===== config.mk =====
export PLATFORM = sky130hd
export DESIGN_NAME = conv_stream_scheduler
export DESIGN_NICKNAME = d
export VERILOG_FILES = /design/src/rtl/conv_pkg.sv /design/src/rtl/conv_valid_delay.sv /design/src/rtl/conv_stream_scheduler.sv
export SDC_FILE = /design/constraint.sdc
export NUM_CORES = 1
export LEC_CHECK = 0
export BUFFER_PORTS_ARGS = -buffer_cell sky130_fd_sc_hd__buf_2
export CORE_MARGIN = 1.5
export CORE_UTILIZATION = 60
export CTS_BUF_LIST = sky130_fd_sc_hd__clkbuf_4
export CTS_CLUSTER_DIAMETER = 50
export DETAILED_ROUTE_END_ITERATION = 12
export PLACE_DENSITY_LB_ADDON = 0.08
export SYNTH_ARGS = -nofsm -noshare
export SYNTH_HDL_FRONTEND = slang
export SYNTH_SLANG_ARGS = --single-unit

===== constraint.sdc =====
create_clock -name clk -period 4.3 [get_ports clk]
set_input_delay 0.215 -clock clk [delete_from_list [all_inputs] [get_ports clk]]
set_output_delay 0.215 -clock clk [all_outputs]
set_load 0.005 [all_outputs]

===== src/rtl/conv_pkg.sv =====
// Shared types and helpers for the convolution stream scheduler.
// The window-count helpers take the image and kernel sizes as arguments
// because those are parameters of the instance.
package conv_pkg;

    typedef enum logic [1:0] {
        IDLE   = 2'd0,
        FILL   = 2'd1,
        STREAM = 2'd2,
        DRAIN  = 2'd3
    } state_t;

    // Number of window positions across one row.
    function automatic int num_win_cols(input int img_width, input int kernel_width);
        return img_width - kernel_width + 1;
    endfunction

    // Number of window positions down one column.
    function automatic int num_win_rows(input int img_height, input int kernel_height);
        return img_height - kernel_height + 1;
    endfunction

    // Total number of results produced per frame.
    function automatic int num_windows(input int img_width, input int img_height,
                                       input int kernel_width, input int kernel_height);
        return num_win_cols(img_width, kernel_width) * num_win_rows(img_height, kernel_height);
    endfunction

endpackage


===== src/rtl/conv_valid_delay.sv =====
// Fixed-latency delay line for the (valid, last) pair that tracks a window
// through the convolution datapath. Cleared asynchronously so that a reset
// drops every result still in flight.
module conv_valid_delay #(
    parameter int LATENCY = 2
) (
    input  logic clk,
    input  logic reset,
    input  logic in_valid,
    input  logic in_last,
    output logic out_valid,
    output logic out_last
);

    logic [LATENCY-1:0] valid_sr;
    logic [LATENCY-1:0] last_sr;

    // Shift both flags one stage per cycle; stage 0 takes the new input.
    always_ff @(posedge clk or negedge reset) begin
        if (!reset) begin
            valid_sr <= '0;
            last_sr  <= '0;
        end else begin
            valid_sr[0] <= in_valid;
            last_sr[0]  <= in_last;
            for (int i = 1; i < LATENCY; i++) begin
                valid_sr[i] <= valid_sr[i-1];
                last_sr[i]  <= last_sr[i-1];
            end
        end
    end

    assign out_valid = valid_sr[LATENCY-1];
    assign out_last  = last_sr[LATENCY-1];

endmodule


===== src/rtl/conv_stream_scheduler.sv =====
// Frame sequencer between a raster pixel stream and the convolution wrapper.
// Handshake: a pixel transfers on a rising edge where s_valid and s_ready are
// both high; s_ready depends only on the state (high in FILL and STREAM), the
// source may drop s_valid at any time, and there is no downstream stall.
module conv_stream_scheduler
    import conv_pkg::*;
#(
    parameter int IMG_WIDTH     = 64,
    parameter int IMG_HEIGHT    = 64,
    parameter int KERNEL_WIDTH  = 3,
    parameter int KERNEL_HEIGHT = 3,
    parameter int ADDR_WIDTH    = 14,
    parameter int CONV_LATENCY  = 2
) (
    input  logic                  clk,
    input  logic                  reset,
    input  logic                  start,
    input  logic                  s_valid,
    output logic                  s_ready,
    output logic                  cw_we,
    output logic [ADDR_WIDTH-1:0] cw_wr_addr,
    output logic                  cw_eol,
    output logic                  cw_ready,
    output logic                  out_valid,
    output logic                  out_last,
    output logic                  busy,
    output logic                  done,
    output logic [1:0]            dbg_state
);

    localparam int ROW_W   = (IMG_HEIGHT > 1) ? $clog2(IMG_HEIGHT) : 1;
    localparam int DRAIN_W = $clog2(CONV_LATENCY + 2);
    // Last FILL row; unused when a single-row kernel skips FILL.
    localparam int FILL_LAST_ROW = (KERNEL_HEIGHT >= 2) ? KERNEL_HEIGHT - 2 : 0;

    localparam logic [ADDR_WIDTH-1:0] COL_LAST  = ADDR_WIDTH'(IMG_WIDTH - 1);
    localparam logic [ROW_W-1:0]      ROW_LAST  = ROW_W'(IMG_HEIGHT - 1);
    localparam logic [ROW_W-1:0]      ROW_FILL  = ROW_W'(FILL_LAST_ROW);
    // Drain holds one cycle past the last result so done trails out_last.
    localparam logic [DRAIN_W-1:0]    DRAIN_END = DRAIN_W'(CONV_LATENCY + 1);

    state_t                state;
    state_t                state_nxt;
    logic [ADDR_WIDTH-1:0] col;
    logic [ROW_W-1:0]      row;
    logic [DRAIN_W-1:0]    drain_cnt;
    logic                  accept;
    logic                  col_end;
    logic                  frame_end;
    logic                  in_window;
    logic                  win_last;

    assign s_ready   = (state == FILL) || (state == STREAM);
    assign accept    = s_valid && s_ready;
    assign col_end   = (col == COL_LAST);
    assign frame_end = col_end && (row == ROW_LAST);
    assign in_window = (int'(row) >= KERNEL_HEIGHT - 1) && (int'(col) >= KERNEL_WIDTH - 1);
    assign busy      = (state != IDLE);
    assign done      = (state == DRAIN) && (drain_cnt == DRAIN_END);
    assign dbg_state = state;

    // State register.
    always_ff @(posedge clk or negedge reset) begin
        if (!reset) begin
            state <= IDLE;
        end else begin
            state <= state_nxt;
        end
    end

    // Next-state decode: FILL primes the line buffer, STREAM produces windows.
    always_comb begin
        state_nxt = state;
        case (state)
            IDLE: begin
                if (start) begin
                    state_nxt = (KERNEL_HEIGHT == 1) ? STREAM : FILL;
                end
            end
            FILL: begin
                if (accept && col_end && (row == ROW_FILL)) begin
                    state_nxt = STREAM;
                end
            end
            STREAM: begin
                if (accept && frame_end) begin
                    state_nxt = DRAIN;
                end
            end
            DRAIN: begin
                if (drain_cnt == DRAIN_END) begin
                    state_nxt = IDLE;
                end
            end
            default: state_nxt = IDLE;
        endcase
    end

    // Raster position of the next pixel, plus the drain cycle counter.
    always_ff @(posedge clk or negedge reset) begin
        if (!reset) begin
            col       <= '0;
            row       <= '0;
            drain_cnt <= '0;
        end else begin
            if ((state == IDLE) && start) begin
                col <= '0;
                row <= '0;
            end else if (accept) begin
                if (col_end) begin
                    col <= '0;
                    if (!frame_end) begin
                        row <= row + ROW_W'(1);
                    end
                end else begin
                    col <= col + ADDR_WIDTH'(1);
                end
            end
            if (state == DRAIN) begin
                drain_cnt <= drain_cnt + DRAIN_W'(1);
            end else begin
                drain_cnt <= '0;
            end
        end
    end

    // Wrapper controls, registered one cycle after the accepting edge.
    always_ff @(posedge clk or negedge reset) begin
        if (!reset) begin
            cw_we      <= 1'b0;
            cw_wr_addr <= '0;
            cw_eol     <= 1'b0;
            cw_ready   <= 1'b0;
            win_last   <= 1'b0;
        end else begin
            cw_we      <= accept;
            cw_wr_addr <= accept ? col : '0;
            cw_eol     <= accept && col_end;
            cw_ready   <= accept && in_window;
            win_last   <= accept && frame_end;
        end
    end

    conv_valid_delay #(
        .LATENCY (CONV_LATENCY)
    ) u_valid_delay (
        .clk       (clk),
        .reset     (reset),
        .in_valid  (cw_ready),
        .in_last   (win_last),
        .out_valid (out_valid),
        .out_last  (out_last)
    );

endmodule


==> flow_summary.toml, run 1 <==
[route]
ant_nets = 0
initialDrtViolationCount = 105
finalWirelength_mm = 3.96
drc = 0
viasPerCell = 5.75
firstDrtPassIters = 5
num_vias = 1593
post_drt_wl_per_cell_microns = 14.3

[min_path]
hp-class = "primary input to asynchronous set/reset pin"

[sta]
grt_setup_unrepaired = "false"
hold_slack_ps = -28.0
fin_skew_ps = 7.12
drv_slew = 0
fin_crit_ps = 2430
finalSetupViolCount = 0
finalHoldViolations = 46
tightest_slew_ps = 926
max_freq_ghz = 0.412
setup_tns_ps = 0
period_share_pct = 56.5
slew_headroom_pct = 38.3

[critical_path]
startpoint = "dbg_state[1]$_DFFE_PN0P_"
crit_arrival_ps = 2690
crit_path_end_kind = "flip-flop"
critical_path_class = "flip-flop to flip-flop"
r2r_start = "dbg_state[1]$_DFFE_PN0P_"
crit_required_ps = 4560
r2r-end = "dbg_state[1]$_DFFE_PN0P_"
worst-r2r-cell-count = 7
crit_end = "dbg_state[1]$_DFFE_PN0P_"
critPathLaunchType = "flip-flop"
critPathMaxFanout = 16
rrSetupSlack_ps = 1870

[placed_design]
port_buffers = 27
dp_cells = 269
dp_hpwl_mm = 2.92
routabilityCongestion = 0.924

[floorplan]
die-area_sq_mm = 0.00392
die_w_microns = 62.6
core_area_sq_mm = 0.00336
die_h_microns = 62.6
row_count = 21
initial_utilization_pct = 63.4
io_pins = 28

[synth]
ys_ff_latch = 46
synth_common_cells = "dfrtp_1, nor2_1, nand2_1, and3_1"
avgSynthCellArea_sq_um = 10.7
synthFlopType = "dfrtp_1"
synth_top_area_share_pct = 54.0
synthArstFlopShare_pct = 100
syn_inst = 199
syn-num-nets = 214
ys_seq_area_share_pct = 54.0
synthTopCellsByArea = "dfrtp_1, ha_1, and3_1"
ys_warn_count = 0
synth_area_leader_cell = "dfrtp_1"
synth_most_common_cell = "dfrtp_1"
synth-edff-count = 0
synth_area_sq_mm = 0.00213
ys_types = 38

[clocking]
post_cts_buffers = 0
cts.repair.resized = 0
clockRootBuffer = "clkbuf_4"
ctsHoldBuffers = 0
cts_inserted_buffers = 5
cts.clk_slew.worst_paths_ps = 120
clock_path_buffers = 2
htree_levels = 2
cts_sinks = 46
clk_latency_ps = 360
tritoncts = "yes"

[finish]
antenna-diode-count = 0
finalNetCount = 245
final_cells = 277
syn2layout_area_growth_pct = 10.8
drive_above_1_share_pct = 17.7

[power_and_ir_drop]
p_per_area_mw_per_mm2 = 447
power_leakage_nw = 1.23
finalPower_w = 0.00106
vdd.ir_drop.worst_uv = 246

[grt]
grt_pass1_vias = 1513
grt_use_total_pct = 23.3
grt_pass1_wl_mm = 7.01
grt_max_degree = 47
grt.overflow.total = 0
antenna_found_initial = 0

[flow_run]
max-cap-violations = 0

[status]
outcome = "finished with violations"
violations = "negative hold slack"
[cell type report]
| type | instances | area, sq um |
|---|---|---|
| Timing Repair Buffer | 27 | 135 |
| Sequential cell | 46 | 1150 |
| Clock buffer | 5 | 37.5 |
| Fill cell | 285 | 1000 |
| Inverter | 12 | 45.0 |
| Tap cell | 46 | 57.6 |
| Clock inverter | 3 | 11.3 |
| Multi-Input combinational cell | 138 | 925 |
[routing by layer]
layer / vias to the layer above / share of wire, % / global-route usage (%)
met3: 7 / 5.1 / 4.32
met2: 55 / 47 / 35.9
li1: 760 / - / -
met5: - / 0 / 0
met4: 0 / 2.0 / 10.6
met1: 771 / 46 / 32.5
[how the worst min path moves through the flow]
stage,startpoint,to,cells past startpoint
6_report,reset,win_last$_DFF_PN0_,1
5_1_grt,reset,col[8]$_DFFE_PN0P_,1
4_1_cts,reset,cw_eol$_DFF_PN0_,1
3_5_place_dp,win_last$_DFF_PN0_,u_valid_delay.last_sr[0]$_DFF_PN0_,0
3_3_place_gp,win_last$_DFF_PN0_,u_valid_delay.last_sr[0]$_DFF_PN0_,0
2_1_floorplan,reset,col[0]$_DFFE_PN0P_,0
[where the power goes]
group / internal [W] / total (W) / switching [W]
clock network: 0.0000583 / 0.000184 / 0.000126
logic: 0.000129 / 0.000347 / 0.000218
registers: 0.000476 / 0.000524 / 0.0000485
[registers in the layout (all words and copies together) (netlist names)]
name	count
col	14
cw_eol	1
cw_ready	1
cw_we	1
cw_wr_addr	14
dbg_state	2
drain_cnt	2
row	6
u_valid_delay.last_sr	2
u_valid_delay.valid_sr	2
win_last	1
[per-stage QoR]
stage                     utilization [%]  instance area, sq um  setup WS, ps
after global placement               68.8                  2310          2010
after global routing                 70.2                  2360          1610
after CTS                            70.2                  2360          1860
after floorplan                         -                  2130          2250
final                                70.2                  2360          1870
after detailed placement             68.8                  2310          1860
[cells by family after synthesis]
family                     Yosys count  synth area share [%]
muxes                                3                  1.53
and+or+nand+nor                     92                  22.8
adders and majority gates           11                  6.46
AOI/OAI and AO/OA                   21                  8.04
xor gates and xnor gates            11                  4.52
buffers and inverters               15                  2.64
DFF                                 46                  54.0
[layout by cell type (no fill, tap or decap), drive strengths merged]
cell / count
a21oi: 2
a221oi: 2
a22o: 1
a31oi: 3
a41oi: 2
and2: 3
and3: 15
and4: 1
buf: 27
clkbuf: 5
clkinv: 3
dfrtp: 46
ha: 11
inv: 12
mux2: 2
mux2i: 1
nand2: 20
nand3: 8
nand4: 4
nor2: 23
nor2b: 1
nor3: 7
nor3b: 1
nor4: 4
o21ai: 7
o31ai: 2
o32a: 1
o41ai: 1
or3: 1
or4: 4
xnor2: 7
xor2: 4
[critical path, stage by stage, from the launching register on]
cell and delay, ps:
dfrtp_1 440, inv_1 100, ha_1 520, nand2_1 320, inv_1 240, a41oi_1 190
a21oi_2 180, mux2_1 340
No activity file was read; power rests on OpenSTA's default activity.
==> run 2, diff against run 1 <==
--- a/config.mk
+++ b/config.mk
@@ -5,9 +5,10 @@
 export SDC_FILE = /design/constraint.sdc
 export NUM_CORES = 1
 export LEC_CHECK = 0
+export ABC_AREA = 1
 export BUFFER_PORTS_ARGS = -buffer_cell sky130_fd_sc_hd__buf_2
 export CORE_MARGIN = 1.5
-export CORE_UTILIZATION = 60
+export CORE_UTILIZATION = 54
 export CTS_BUF_LIST = sky130_fd_sc_hd__clkbuf_4
 export CTS_CLUSTER_DIAMETER = 50
 export DETAILED_ROUTE_END_ITERATION = 12
==> constraint.sdc (replaced) <==
create_clock -name clk -period 2.1 [get_ports clk]
set_input_delay 0.105 -clock clk [delete_from_list [all_inputs] [get_ports clk]]
set_output_delay 0.105 -clock clk [all_outputs]
set_load 0.005 [all_outputs]
==> flow_summary.toml, run 2 <==
[status]
outcome = "finished clean"

[placed_design]
port_buffers = 27
dp_cells = 326
dp_hpwl_mm = 3.05
routabilityCongestion = 0.864
placed_cell_area_sq_mm = 0.00242

[flow_run]
max-cap-violations = 0

[grt]
grt_use_total_pct = 20.9
grt_pass1_vias = 1548
grt.overflow.total = 0
antenna_found_initial = 0
grt_pass1_wl_mm = 6.91
grt_max_degree = 47

[synth]
syn_inst = 248
synthTopCellsByArea = "dfrtp_1, nand2_1, ha_1"
synth_top_area_share_pct = 52.0
ys_types = 30
ys_ff_latch = 46
synth-edff-count = 0
ys_warn_count = 0
synth_common_cells = "dfrtp_1, nand2_1, nor2_1, inv_1, nand3_1"
synth_area_sq_mm = 0.00221
synth_area_leader_cell = "dfrtp_1"
synth_most_common_cell = "dfrtp_1"
syn-num-nets = 263
synthFlopType = "dfrtp_1"
avgSynthCellArea_sq_um = 8.92
synthArstFlopShare_pct = 100
ys_seq_area_share_pct = 52.0

[critical_path]
critPathMaxFanout = 9
critPathLaunchType = "flip-flop"
critical_path_class = "flip-flop to flip-flop"
crit_path_end_kind = "flip-flop"
crit_required_ps = 2400
crit_arrival_ps = 2100
worst-r2r-cell-count = 8

[route]
post_drt_wl_per_cell_microns = 12.5
num_vias = 1657
initialDrtViolationCount = 97
ant_nets = 0
firstDrtPassIters = 4
viasPerCell = 4.95
finalWirelength_mm = 4.18
drc = 0

[sta]
tightest_slew_ps = 567
finalSetupViolCount = 0
grt_setup_unrepaired = "false"
finalHoldViolations = 0
drv_slew = 0
fin_crit_ps = 1800
max_freq_ghz = 0.555
setup_tns_ps = 0
fin_skew_ps = 10.6
slew_headroom_pct = 62.2
period_share_pct = 85.8

[clocking]
cts_inserted_buffers = 5
clk_latency_ps = 380
htree_levels = 2
cts.clk_slew.worst_paths_ps = 140
tritoncts = "yes"
clock_path_buffers = 2
clockRootBuffer = "clkbuf_4"
cts_sinks = 46
post_cts_buffers = 0

[finish]
syn2layout_area_growth_pct = 13.7
final_cell_mix = "dfrtp_1, nand2_1, nor2_1"
layout_commonest_cell = "dfrtp_1"
drive_above_1_share_pct = 21.1
seqCellArea_sq_mm = 0.00115
nFillCells = 337
multiInputGateArea_sq_um = 905
final_cells = 335
antenna-diode-count = 0
largestRegisters = "col: 14 flops, cw_wr_addr: 14 flops, row: 6 flops"
design_area_sq_mm = 0.00252
finalNetCount = 299

[min_path]
min_path_cells = 3
hp-class = "primary input to flip-flop"

[floorplan]
initial_utilization_pct = 55.7
die_h_microns = 67.0
io_pins = 28
die_w_microns = 67.0
row_count = 23
die-area_sq_mm = 0.00449
core_area_sq_mm = 0.00397

[power_and_ir_drop]
power_leakage_nw = 1.32
vdd.ir_drop.worst_uv = 504
p_per_area_mw_per_mm2 = 1040
==> run 2: cell types whose count changed in the layout (fill, tap and decap cells not counted), moves of 4 or more <==
cell     previous run  this run
nand2_1            20        44
inv_1              11        33
and3_1             14         1
nor2_1             22        34
a21oi_1             1         7
nand3_1             7        13
xnor2_1             7         1
nand2_2             0         4
nor2_2              0         4
==> run 2: what timing repair did <==
item	in CTS	in global routing
gates resized for setup	0	0
hold endpoints to repair	46	0
setup endpoints to repair	0	0
hold buffers	1	0
==> run 2: cells by family (layout without fill, tap and decap cells) <==
group | count (synthesis) | after routing | share of synthesized area (%)
adders and majority gates | 11 | 11 | 6.22
DFF | 46 | 46 | 52.0
xor gates and xnor gates | 6 | 6 | 2.38
AOI/OAI and AO/OA | 24 | 24 | 6.45
and+or+nand+nor | 121 | 121 | 25.8
buffers and inverters | 40 | 77 | 7.07
==> run 2: path summary, 6_finish.rpt <==
check / start / endpoint / slack, ps
min reg2reg: u_valid_delay.valid_sr[0]$_DFF_PN0_ / u_valid_delay.valid_sr[1]$_DFF_PN0_ / 380
max: dbg_state[0]$_DFFE_PN0P_ / col[8]$_DFFE_PN0P_ / 300
max in group asynchronous: reset / row[2]$_DFFE_PN0P_ / 1390
min: s_valid / cw_we$_DFF_PN0_ / 30
max reg2reg: dbg_state[0]$_DFFE_PN0P_ / col[8]$_DFFE_PN0P_ / 300
min in group asynchronous: reset / u_valid_delay.last_sr[0]$_DFF_PN0_ / 330
==> run 2: per-layer routing <==
metal | routed length (microns) | GRT usage, %
met5 | 0 | 0
met4 | 63 | 9.95
met3 | 204 | 4.39
met2 | 1840 | 30.3
met1 | 2070 | 29.6
==> run 2: cell type report <==
class	instances	area share, %
Clock inverter	3	1.79
Inverter	38	5.87
Timing Repair Buffer	31	6.66
Sequential cell	46	45.7
Clock buffer	5	1.49
Tap cell	50	2.49
Multi-Input combinational cell	162	36.0
==> run 2: power by group <==
group | internal (W) | switching, W
Combinational | 0.000328 | 0.000616
Clock | 0.000250 | 0.000291
Sequential | 0.00102 | 0.000114
==> run 2: stage by stage <==
| step | hold slack, ps | power, W | utilization (%) | worst slack (ps) |
|---|---|---|---|---|
| floorplan | -191 | 0.00178 | - | 433 |
| global placement | 222 | 0.00208 | 61.0 | 443 |
| detailed placement | 229 | 0.00210 | 61.0 | 332 |
| CTS | 18.1 | 0.00264 | 63.4 | 301 |
| global route | 21.8 | 0.00283 | 63.4 | 104 |
| finish | 30.0 | 0.00262 | 63.4 | 298 |
==> run 2: worst max-delay path: stages (launching register included) <==
cell and delay (ps):
dfrtp_1 440, inv_1 100, ha_1 220, nand2_1 210, nand2_1 230, buf_4 230, o21ai_1 110, nor2_1 60
a21oi_1 120
==> run 3, diff against run 2 <==
--- a/config.mk
+++ b/config.mk
@@ -15,4 +15,5 @@
 export PLACE_DENSITY_LB_ADDON = 0.08
 export SYNTH_ARGS = -nofsm -noshare
 export SYNTH_HDL_FRONTEND = slang
+export SYNTH_HIERARCHICAL = 1
 export SYNTH_SLANG_ARGS = --single-unit
==> flow_summary.toml, run 3 <==
[route]
initialDrtViolationCount = 94
post_drt_wl_per_cell_microns = 12.2
drc = 0
num_vias = 1632
ant_nets = 0
finalWirelength_mm = 3.93
firstDrtPassIters = 4
viasPerCell = 5.07

[finish]
drive_above_1_share_pct = 19.3
antenna-diode-count = 0
finalNetCount = 289
final_cell_mix = "dfrtp_1, nor2_1, nand2_1"
layout_commonest_cell = "dfrtp_1"
design_area_sq_mm = 0.00244
syn2layout_area_growth_pct = 12.1
largestRegisters = "col: 14 flops, cw_wr_addr: 14 flops, row: 6 flops"

[synth]
synth_top_area_share_pct = 52.8
avgSynthCellArea_sq_um = 9.16
ys_seq_area_share_pct = 52.8
synth_area_leader_cell = "dfrtp_1"
synthArstFlopShare_pct = 100
ys_warn_count = 6
ys_types = 31
syn-num-nets = 253
synth-edff-count = 0
syn_inst = 238
synth_area_sq_mm = 0.00218
synth_common_cells = "dfrtp_1, nor2_1, nand2_1, inv_1, nand3_1"
synth_most_common_cell = "dfrtp_1"
ys_ff_latch = 46
synthFlopType = "dfrtp_1"
synthTopCellsByArea = "dfrtp_1, nor2_1, ha_1"

[grt]
grt_pass1_vias = 1559
grt_use_total_pct = 21.1
grt_pass1_wl_mm = 6.90
grt_max_degree = 47
antenna_found_initial = 0
grt.overflow.total = 0

[floorplan]
initial_utilization_pct = 57.8
die_h_microns = 66.5
row_count = 22
io_pins = 28
die-area_sq_mm = 0.00443
die_w_microns = 66.5
core_area_sq_mm = 0.00377

[sta]
period_share_pct = 91.0
finalHoldViolations = 0
fin_crit_ps = 1910
drv_slew = 0
tightest_slew_ps = 556
max_freq_ghz = 0.523
slew_headroom_pct = 62.9
finalSetupViolCount = 0
fin_skew_ps = 13.4
setup_tns_ps = 0
grt_setup_unrepaired = "false"

[clocking]
htree_levels = 2
clockRootBuffer = "clkbuf_4"
post_cts_buffers = 0
tritoncts = "yes"
cts_inserted_buffers = 5
clk_latency_ps = 370
cts.clk_slew.worst_paths_ps = 130
cts_sinks = 46
clock_path_buffers = 2

[critical_path]
rrSetupSlack_ps = 190
critPathLaunchType = "flip-flop"
crit_path_end_kind = "flip-flop"
worst-r2r-cell-count = 11
r2r-end = "col[9]$_DFFE_PN0P_"
critPathSlowestCell = "dfrtp_1"
critical_path_class = "flip-flop to flip-flop"
critical_path.cell_chain = "inv_1 -> ha_1 -> nand2_1 -> nand2_1 -> nand2_1 -> nor2_1 -> nand2_1 -> nor2_1 -> o21ai_0 -> inv_1 -> nor2_1"
critPathMaxStageDelay_ps = 440
r2r_start = "dbg_state[0]$_DFFE_PN0P_"
cpMostUsedCell = "nand2_1"
crit_arrival_ps = 2190
critPathMaxFanout = 5
crit_required_ps = 2380

[min_path]
hold_end = "dbg_state[0]$_DFFE_PN0P_"
min_path_cells = 5
hp-class = "primary input to flip-flop"
min_from = "start"

[power_and_ir_drop]
p_per_area_mw_per_mm2 = 883
vdd.ir_drop.worst_uv = 692
power_leakage_nw = 1.29

[placed_design]
dp_hpwl_mm = 2.91
placed_cell_area_sq_mm = 0.00238
routabilityCongestion = 0.808
port_buffers = 27

[flow_run]
max-cap-violations = 0

[status]
outcome = "finished clean"
## run 3: cell types whose count changed in the layout (fill, tap and decap cells not counted), moves of 3 or more
cell	change
o21ai_2	-3
nor2_1	+4
nand3_1	+3
nor2_2	-4
nand2_1	-9
o21ai_1	-4
## run 3: through the flow
stage	setup slack, ps	util (%)	hold slack [ps]	power [W]	cells
6_report	189	64.8	174	0.00216	322
4_1_cts	161	64.8	165	0.00219	322
3_3_place_gp	282	63.2	218	0.00179	314
2_1_floorplan	431	-	-191	0.00155	238
3_5_place_dp	209	63.2	222	0.00179	314
5_1_grt	10.1	64.8	202	0.00232	322
## run 3: cells by family (layout without fill, tap and decap cells)
kind of cell,count (synthesis),after routing,share of synthesized area (%)
flip-flops,46,46,52.8
AND/OR/NAND/NOR,118,118,25.9
XOR/XNOR,6,6,2.41
adder cells (fa/ha/maj),11,11,6.31
AO/OA/AOI/OAI,20,20,5.63
buffers and inverters,37,73,6.95
## run 3: worst max path at each step
stage / from / end / slack, ps / depth (start not counted)
after global routing: dbg_state[1]$_DFFE_PN0P_ / col[9]$_DFFE_PN0P_ / 10 / 11
final: dbg_state[0]$_DFFE_PN0P_ / col[9]$_DFFE_PN0P_ / 190 / 11
after CTS: dbg_state[0]$_DFFE_PN0P_ / col[9]$_DFFE_PN0P_ / 160 / 11
after detailed placement: dbg_state[0]$_DFFE_PN0P_ / col[9]$_DFFE_PN0P_ / 210 / 11
after floorplan: dbg_state[0]$_DFFE_PN0P_ / col[9]$_DFFE_PN0P_ / 430 / 11
after global placement: dbg_state[0]$_DFFE_PN0P_ / col[9]$_DFFE_PN0P_ / 280 / 11
## run 3: metal layers
metal / GRT usage, % / share of wire, % / vias up
li1: - / - / 832
met1: 29.2 / 49 / 757
met2: 31.9 / 45 / 35
met3: 4.05 / 3.9 / 8
met4: 9.95 / 2.3 / 0
met5: 0 / 0 / -
## run 3: area by class of cell
type / count / area [sq um]
Clock inverter: 2 / 10.0
Timing Repair Buffer: 33 / 183
Multi-Input combinational cell: 155 / 877
Clock buffer: 5 / 37.5
Tap cell: 48 / 60.1
Inverter: 33 / 124
Sequential cell: 46 / 1150
Fill cell: 301 / 1330
## run 3: worst max-delay path: cells and delay by family (launching register included)
family | cells | cell delay (ps)
compound gates | 1 | 120
fa+ha+maj | 1 | 320
buf+inv | 2 | 160
flops | 1 | 440
simple gates | 7 | 790
## run 3: repair_timing
| item | CTS | global route |
|---|---|---|
| setup endpoints to repair | 0 | 0 |
| gates resized for setup | 0 | 0 |
| hold endpoints to repair | 46 | 0 |
| hold buffers | 1 | 0 |
## run 3: power by group
group | switching (W) | total [W] | internal (W)
Combinational | 0.000471 | 0.000734 | 0.000263
Sequential | 0.0000635 | 0.00103 | 0.000970
Clock | 0.000269 | 0.000390 | 0.000121
Total | 0.000803 | 0.00216 | 0.00135
